[config.mk]
export PLATFORM = sky130hd
export DESIGN_NAME = mpnto1_rr
export DESIGN_NICKNAME = d
export VERILOG_FILES = /design/src/rtl/mpnto1_pkg.sv /design/src/rtl/mpnto1_rr_pick.sv /design/src/rtl/mpnto1_rr.sv
export SDC_FILE = /design/constraint.sdc
export NUM_CORES = 1
export LEC_CHECK = 0
export BUFFER_PORTS_ARGS = -buffer_cell sky130_fd_sc_hd__buf_2
export CELL_PAD_IN_SITES_DETAIL_PLACEMENT = 0
export CELL_PAD_IN_SITES_GLOBAL_PLACEMENT = 1
export CORE_MARGIN = 3
export CORE_UTILIZATION = 45
export CTS_BUF_LIST = sky130_fd_sc_hd__clkbuf_8
export DETAILED_ROUTE_END_ITERATION = 16
export PLACE_DENSITY = 0.87
export SLEW_MARGIN = 20
export SYNTH_ARGS = -nofsm -noshare
export SYNTH_HDL_FRONTEND = slang
export SYNTH_SLANG_ARGS = --single-unit
export TNS_END_PERCENT = 30
[constraint.sdc]
create_clock -name clk -period 20.6 [get_ports clk]
set_clock_uncertainty 0.05 [all_clocks]
set_input_delay 6.18 -clock clk [delete_from_list [all_inputs] [get_ports clk]]
set_output_delay 6.18 -clock clk [all_outputs]
set_load 0.005 [all_outputs]
[src/rtl/mpnto1_pkg.sv]
// Shared definitions for the N-to-1 multiplexer: mode encodings, output-stage
// states and the wrap-around round-robin successor.
package mpnto1_pkg;

   localparam logic MODE_FIXED = 1'b0;
   localparam logic MODE_RR    = 1'b1;

   typedef enum logic {
      ST_EMPTY = 1'b0,
      ST_FULL  = 1'b1
   } ostate_e;

   function automatic int rr_next(input int idx, input int n);
      return (idx == n - 1) ? 0 : idx + 1;
   endfunction

endpackage

[src/rtl/mpnto1_rr_pick.sv]
// Combinational round-robin search: first asserted req at or after ptr, wrapping
// past N-1 back to 0. No state, zero latency.
module rr_pick #(
   parameter int N  = 7,
   parameter int SW = 3
) (
   input  logic [N-1:0]  req,
   input  logic [SW-1:0] ptr,
   output logic [SW-1:0] gnt_idx,
   output logic          gnt_vld
);

   int idx;

   always_comb begin
      gnt_idx = '0;
      gnt_vld = 1'b0;
      idx     = 0;
      for (int k = 0; k < N; k++) begin
         idx = int'(ptr) + k;
         if (idx >= N) idx = idx - N;
         if (!gnt_vld && idx < N && req[idx]) begin
            gnt_vld = 1'b1;
            gnt_idx = SW'(idx);
         end
      end
   end

endmodule

[src/rtl/mpnto1_rr.sv]
// N-to-1 multiplexer (fixed select or round-robin) into a one-entry output register.
// One-cycle latency; full-throughput drain/refill; in_ready stays low while the held word is stalled.
module mpnto1_rr import mpnto1_pkg::*; #(
   parameter int N = 7,
   parameter int W = 7,
   localparam int SW = $clog2(N)
) (
   input  logic          clk,
   input  logic          rst_n,
   input  logic [W-1:0]  in_data [0:N-1],
   input  logic [N-1:0]  in_valid,
   output logic [N-1:0]  in_ready,
   input  logic          mode,
   input  logic [SW-1:0] sel,
   output logic [W-1:0]  out_data,
   output logic [SW-1:0] out_ch,
   output logic          out_valid,
   input  logic          out_ready
);

   ostate_e       state_q, state_d;
   logic [W-1:0]  data_q, data_d;
   logic [SW-1:0] ch_q, ch_d;
   logic [SW-1:0] ptr_q, ptr_d;

   logic          load;
   logic          fix_vld;
   logic          rr_vld;
   logic [SW-1:0] rr_idx;
   logic          gnt_vld;
   logic [SW-1:0] gnt_idx;
   logic [W-1:0]  gnt_data;

   rr_pick #(.N(N), .SW(SW)) u_pick (
      .req     (in_valid),
      .ptr     (ptr_q),
      .gnt_idx (rr_idx),
      .gnt_vld (rr_vld)
   );

   // Compare rather than index so an out-of-range sel can never grant.
   always_comb begin
      fix_vld = 1'b0;
      for (int i = 0; i < N; i++) begin
         if (int'(sel) == i && in_valid[i]) fix_vld = 1'b1;
      end
   end

   assign load    = (state_q == ST_EMPTY) || out_ready;
   assign gnt_vld = (mode == MODE_RR) ? rr_vld : fix_vld;
   assign gnt_idx = (mode == MODE_RR) ? rr_idx : sel;

   always_comb begin
      gnt_data = '0;
      in_ready = '0;
      for (int i = 0; i < N; i++) begin
         if (int'(gnt_idx) == i) begin
            gnt_data    = in_data[i];
            in_ready[i] = rst_n && load && gnt_vld;
         end
      end
   end

   always_comb begin
      state_d = state_q;
      data_d  = data_q;
      ch_d    = ch_q;
      ptr_d   = ptr_q;
      if (load) begin
         if (gnt_vld) begin
            state_d = ST_FULL;
            data_d  = gnt_data;
            ch_d    = gnt_idx;
            if (mode == MODE_RR) ptr_d = SW'(rr_next(int'(gnt_idx), N));
         end else begin
            state_d = ST_EMPTY;
         end
      end
   end

   always_ff @(posedge clk) begin
      if (!rst_n) begin
         state_q <= ST_EMPTY;
         data_q  <= '0;
         ch_q    <= '0;
         ptr_q   <= '0;
      end else begin
         state_q <= state_d;
         data_q  <= data_d;
         ch_q    <= ch_d;
         ptr_q   <= ptr_d;
      end
   end

   assign out_valid = (state_q == ST_FULL);
   assign out_data  = data_q;
   assign out_ch    = ch_q;

endmodule

[Yosys cells after proc, flatten, opt, wreduce, memory -nomap -nowiden]
Index checks and enable logic that the tools add are counted.
Word-level totals
  register bits: 14
  input port bits: 63
  word-level logic and storage cells: 152
Operators by class
  reduce and logical (&&, ||, !) cells: 33
  equality and inequality tests: 12
  multiplexer cells: 67
  magnitude comparators: 21
  add/sub/neg operators: 14
  bitwise logic cells: 1
Operators with widths (count)
  32-bit by 4-bit < comparator with 1-bit output (second input constant): 7
  32-bit by 5-bit < comparator with 1-bit output (second input constant): 7
  32-bit two-way mux: 7
  32-bit by 4-bit greater-or-equal comparator with 1-bit output (second input constant): 6
  32-bit by 4-bit subtractor with 32-bit output (second input constant): 6
  7-bit two-way mux: 7
  1-bit two-way mux: 37
  3-bit two-way mux: 9
  3-bit == test (second input constant): 8
  1-bit logical AND: 22
  1-bit binary-select mux with 3-bit select: 7
  3-bit by 3-bit adder with 4-bit output (second input constant): 3
  3-bit by 2-bit == test with 1-bit output (second input constant): 4
  3-bit by 2-bit adder with 4-bit output (second input constant): 2
  1-bit zero test: 6
  3-bit zero test: 2
  3-bit by 1-bit adder with 4-bit output (second input constant): 1
  3-bit by 3-bit subtractor with 4-bit output (second input constant): 1
  3-bit by 1-bit adder with 3-bit output (second input constant): 1
  3-bit greater-or-equal comparator (second input constant): 1
  3-bit AND reduction: 1
  2-bit AND reduction: 1
  1-bit logical OR: 1
  1-bit inverter: 1

[Depth between registers and ports, before layout]
  word-level depth: 40
  depth in mapped cells: 25

[By module]
Synthesis repeated with hierarchy kept, for this count alone.
Unflattened totals
  cell total of the unflattened synthesis: 451
  area total of the unflattened synthesis: 3265.6 sq um
By module, submodules not included
  rr_pick: instances 1, seq. area each 0.0 sq um, area an instance 1821.7 sq um, cells an instance 261
  mpnto1_rr: instances 1, seq. area each 280.3 sq um, area an instance 1443.9 sq um, cells an instance 190

[Worst setup path after synthesis]
OpenSTA, ideal clock, no wires.
  path kind: input to output
  start point: in in_valid[3]
  end point: out in_ready[3]
  path buffers: 6
  stages on the path: 16
  arrival: 9.480 ns
  path slack: 4.890 ns
  cell sequence: buf_2 > buf_2 > mux2_1 > a32oi_1 > o31ai_2 > o211a_1 > nor3_1 > o2111ai_1 > a32oi_2 > buf_6 > clkbuf_1 > nor2b_1 > ha_1 > clkbuf_1 > clkbuf_1 > and2_1
On the way
  longest elaborated chain between the ends: 32
  elaborated cells on any way between the ends: 64
RTL lines
  from (decl): line mpnto1_rr.sv:11  | input logic [N-1:0] in_valid,
  1-bit binary-select mux with 3-bit select: line mpnto1_rr_pick.sv:22  | if (!gnt_vld && idx < N && req[idx]) begin
  1-bit two-way mux (implied by the code) (2 in series): line mpnto1_rr_pick.sv:22
  1-bit logical AND: line mpnto1_rr_pick.sv:22
  1-bit two-way mux: line mpnto1_rr_pick.sv:22
  1-bit zero test: line mpnto1_rr_pick.sv:22
  1-bit logical AND (2 in series): line mpnto1_rr_pick.sv:22
  1-bit two-way mux: line mpnto1_rr_pick.sv:22
  1-bit zero test: line mpnto1_rr_pick.sv:22
  [... 12 more ...]
  1-bit logical AND (2 in series): line mpnto1_rr_pick.sv:22
  1-bit two-way mux: line mpnto1_rr_pick.sv:22
  1-bit zero test: line mpnto1_rr_pick.sv:22
  1-bit logical AND (2 in series): line mpnto1_rr_pick.sv:22
  3-bit two-way mux or 1-bit two-way mux (tied branches): line mpnto1_rr_pick.sv:22
  3-bit two-way mux or 1-bit two-way mux (tied branches): line mpnto1_rr.sv:51, mpnto1_rr.sv:50
  3-bit == test or 1-bit logical AND (tied branches): line mpnto1_rr.sv:57, mpnto1_rr.sv:59
  1-bit two-way mux (*): line mpnto1_rr.sv:57  | if (int'(gnt_idx) == i) begin
  to (decl): line mpnto1_rr.sv:12  | output logic [N-1:0] in_ready,
Every way passes the cells marked *; elsewhere a longest branch is shown, timed or not. The select of a mux whose other input is x is not followed.

[Worst setup path after layout]
  start point: in in_valid[4]
  end point: out in_ready[3]
The elaborated chain is that of the path after synthesis.

==> results.toml <==
[global_routing]
track_usage_pct = 23.29
grt_pass1_vias = 3525
antenna_found_initial = 0
overflow = 0
grt_pass1_wl_mm = 17.29
grt_start_max_net_pins = 50

[sta]
setup-violations-final = 0
tns_ns = 0
rsz0062_at_grt = "no"
worst_pin_slew_ns = 0.7698
fin_crit_sh_pct = 76.36
finalHoldViolCount = 0
slew_violations = 0
slew_headroom_pct = 48.61
min_period_ns = 15.73
fmaxAchievable_ghz = 0.06357

[floorplanning]
die_y_um = 95.11
rows = 31
start_util_pct = 47.74
core_area_mm2 = 0.007486
die_area_mm2 = 0.009046
die_w_um = 95.11
ios = 81

[hold_path]
hold_class = "flip-flop to flip-flop"

[clock_tree]
cts_resized = 0
cts_buffer_depth = 2
htreeDepth = 1
clkTransAtPathRegs_ns = 0.05
cts_tree = "yes"
cts_sinks = 14
cts_hold_buf = 0
cts_made_buffers = 3
cts_setup_buffers = 0
root_buffer = "clkbuf_8"
clock_latency_ns = 0.24

[synth]
ys_seq_elements = 14
yosysMostFrequentCell = "mux2i_1"
ys_top_cells_by_count = "29 x mux2i_1, 28 x nand2_1, 22 x ha_1"
syn_area_mm2 = 0.003573
ys.flop_type = "dfxtp_1"
yosys.area.top_type_share_pct = 8.123
synthArstFlopShare_pct = 0
synth_cells = 451
ys_top_cells_by_area = "mux2i_1 8.1%, dfxtp_1 7.8%, ha_1 7.7%, mux2_2 3.2%, buf_2 2.9%"
yosysWarnings = 0
synth_nets = 537
synth_top_cell_by_area = "mux2i_1"
synth_edf_count = 0
yosysSeqAreaShare_pct = 7.843
avgSynthCellArea_um2 = 7.923
synth_cell_type_count = 90

[route]
top_layer = "met4"
vias_per_cell = 6.309
vias = 3760
wl_met2_mm = 5.420
drt_drc_violations_left = 0
antenna_left = 0
wl_met1_mm = 4.534
drtIter0Drc = 147
avgRoutedWirePerCell_um = 18.17
dr_wl_met3_um = 629
first_pass_iters = 4
drt_wl_total_mm = 10.83

[pwr]
p_per_area_mw_per_mm2 = 97.67
p_switching_mw = 0.2074
combPwrFrac_pct = 83.6
power_frac_clock_pct = 5.7
sequentialPowerShare_pct = 10.7
p_int_mw = 0.1750
p_sw_share_pct = 54.24
vdd_drop_max_uv = 36.11
leakagePower_nw = 1.571

[worst_setup_path]
setup.worst_path.end_class = "primary output"
start_kind = "input port"
arrival_ns = 9.50
crit_path_frequent_cell = "buf_2"
worstPathMaxFanout = 31
cp_top_family = "compound AO/OA/AOI/OAI gates"
worstPathCellList = "buf_2 > nor3b_1 > a2111oi_0 > o32a_1 > mux2_2 > a21oi_1 > a311oi_2 > a32oi_2 > buf_4 > nor2b_1 > ha_1 > and2_1 > buf_2"
critPathMaxStageDelay_ns = 0.57
required_ns = 14.37
critical_path_class = "input port to primary output"
cp_slowest_cell = "ha_1"
cp.buffers_inverters = 3

[placement]
dpl.cell_count = 593
place_congestion = 0.9624
place_hpwl_mm = 8.140
port_buffers = 80

[final_layout]
areaGrowthSynthToFinish_pct = 9.559
nNetsFinal = 585
drive_above_1_share_pct = 25.75
diodes = 0
final_cells = 596

[run_status]
status = "finished, final reports clean"

[flow_run]
max_cap_violations = 0
==> path summary, 6_finish.rpt <==
kind	start	end	slack, ns	depth (start not counted)
max	in_valid[4]	in_ready[3]	4.87	13
min	out_ch[2]	out_ch[2]	0.41	2
max reg2reg	ptr_q[0]	out_data[3]	13.90	19
min reg2reg	out_ch[2]	out_ch[2]	0.41	2
==> metrics by stage <==
stage | hold WS, ns | util (%) | total power, mW | instance area, um^2 | worst slack [ns]
floorplan | 0.4027 | - | 0.2969 | 3573 | 4.890
global placement | 0.3956 | 51.75 | 0.3511 | 3874 | 5.006
detailed placement | 0.3991 | 51.75 | 0.3561 | 3874 | 4.906
CTS | 0.4066 | 52.30 | 0.3795 | 3915 | 4.906
global route | 0.4437 | 52.30 | 0.4167 | 3915 | 4.473
finish | 0.4063 | 52.30 | 0.3824 | 3915 | 4.869
==> placed cells by master, fill, tap and decap left out, types with 7 or more instances in the layout <==
cell type and instances:
or3_1 7, nor3_1 10, a21oi_1 17, mux2i_1 29, nand2_1 28, a31oi_1 9, o22ai_1 9, ha_1 22
a2111oi_0 8, nand2b_1 7, nand3b_1 9, nor4bb_1 7, o21ai_0 9, a21o_1 8, a211oi_1 8, nor2b_1 13
o31ai_1 10, nor3b_1 9, nor2_1 21, a22oi_1 11, dfxtp_1 13, nand3_1 11, mux2_2 10, inv_1 17
buf_2 80
==> metal layers <==
metal	track usage [%]	up-vias
met2	41.22	120
met1	29.96	1779
li1	-	1841
met5	0	-
met4	6.731	0
met3	1.894	20
==> final cells by class <==
class	instances	area, um^2
inverters	18	67.56
flip-flops and latches	14	281.5
multi-input cells	377	2963
clock buffers	3	41.29
repair buffers	85	437.9
fillers	722	3571
well taps	99	123.9
==> cell families (layout without fill, tap and decap cells) <==
family	Yosys count	in the layout	synth area share [%]
AO/OA/AOI/OAI	146	146	32.18
XOR/XNOR	8	8	2.486
adder cells (fa/ha/maj)	23	23	8.263
buffers and inverters	60	106	9.244
flip-flops	14	14	7.843
multiplexers	43	43	13.27
AND/OR/NAND/NOR	157	157	26.72
==> power groups by stage <==
| stage | clock network [mW] | logic (mW) | registers (mW) |
|---|---|---|---|
| final | 0.0217 | 0.320 | 0.0411 |
| after global routing | 0.0237 | 0.351 | 0.0421 |
| after CTS | 0.0223 | 0.316 | 0.0411 |
| after detailed placement | 0 | 0.315 | 0.0415 |
| after global placement | 0 | 0.310 | 0.0414 |
| after floorplan | 0 | 0.256 | 0.0411 |
==> tightest hold or removal path: cells and delay by family (launching register included) <==
kind	cells	cell delay [ns]
simple gates	1	0.05
compound gates	1	0.05
flops	1	0.31
==> registers in the layout, summed over array words and instances, names as in the netlist <==
| signal | cells |
|---|---|
| out_ch | 3 |
| out_data | 7 |
| out_valid | 1 |
| ptr_q | 3 |
Power figures use the tool's default switching activity.
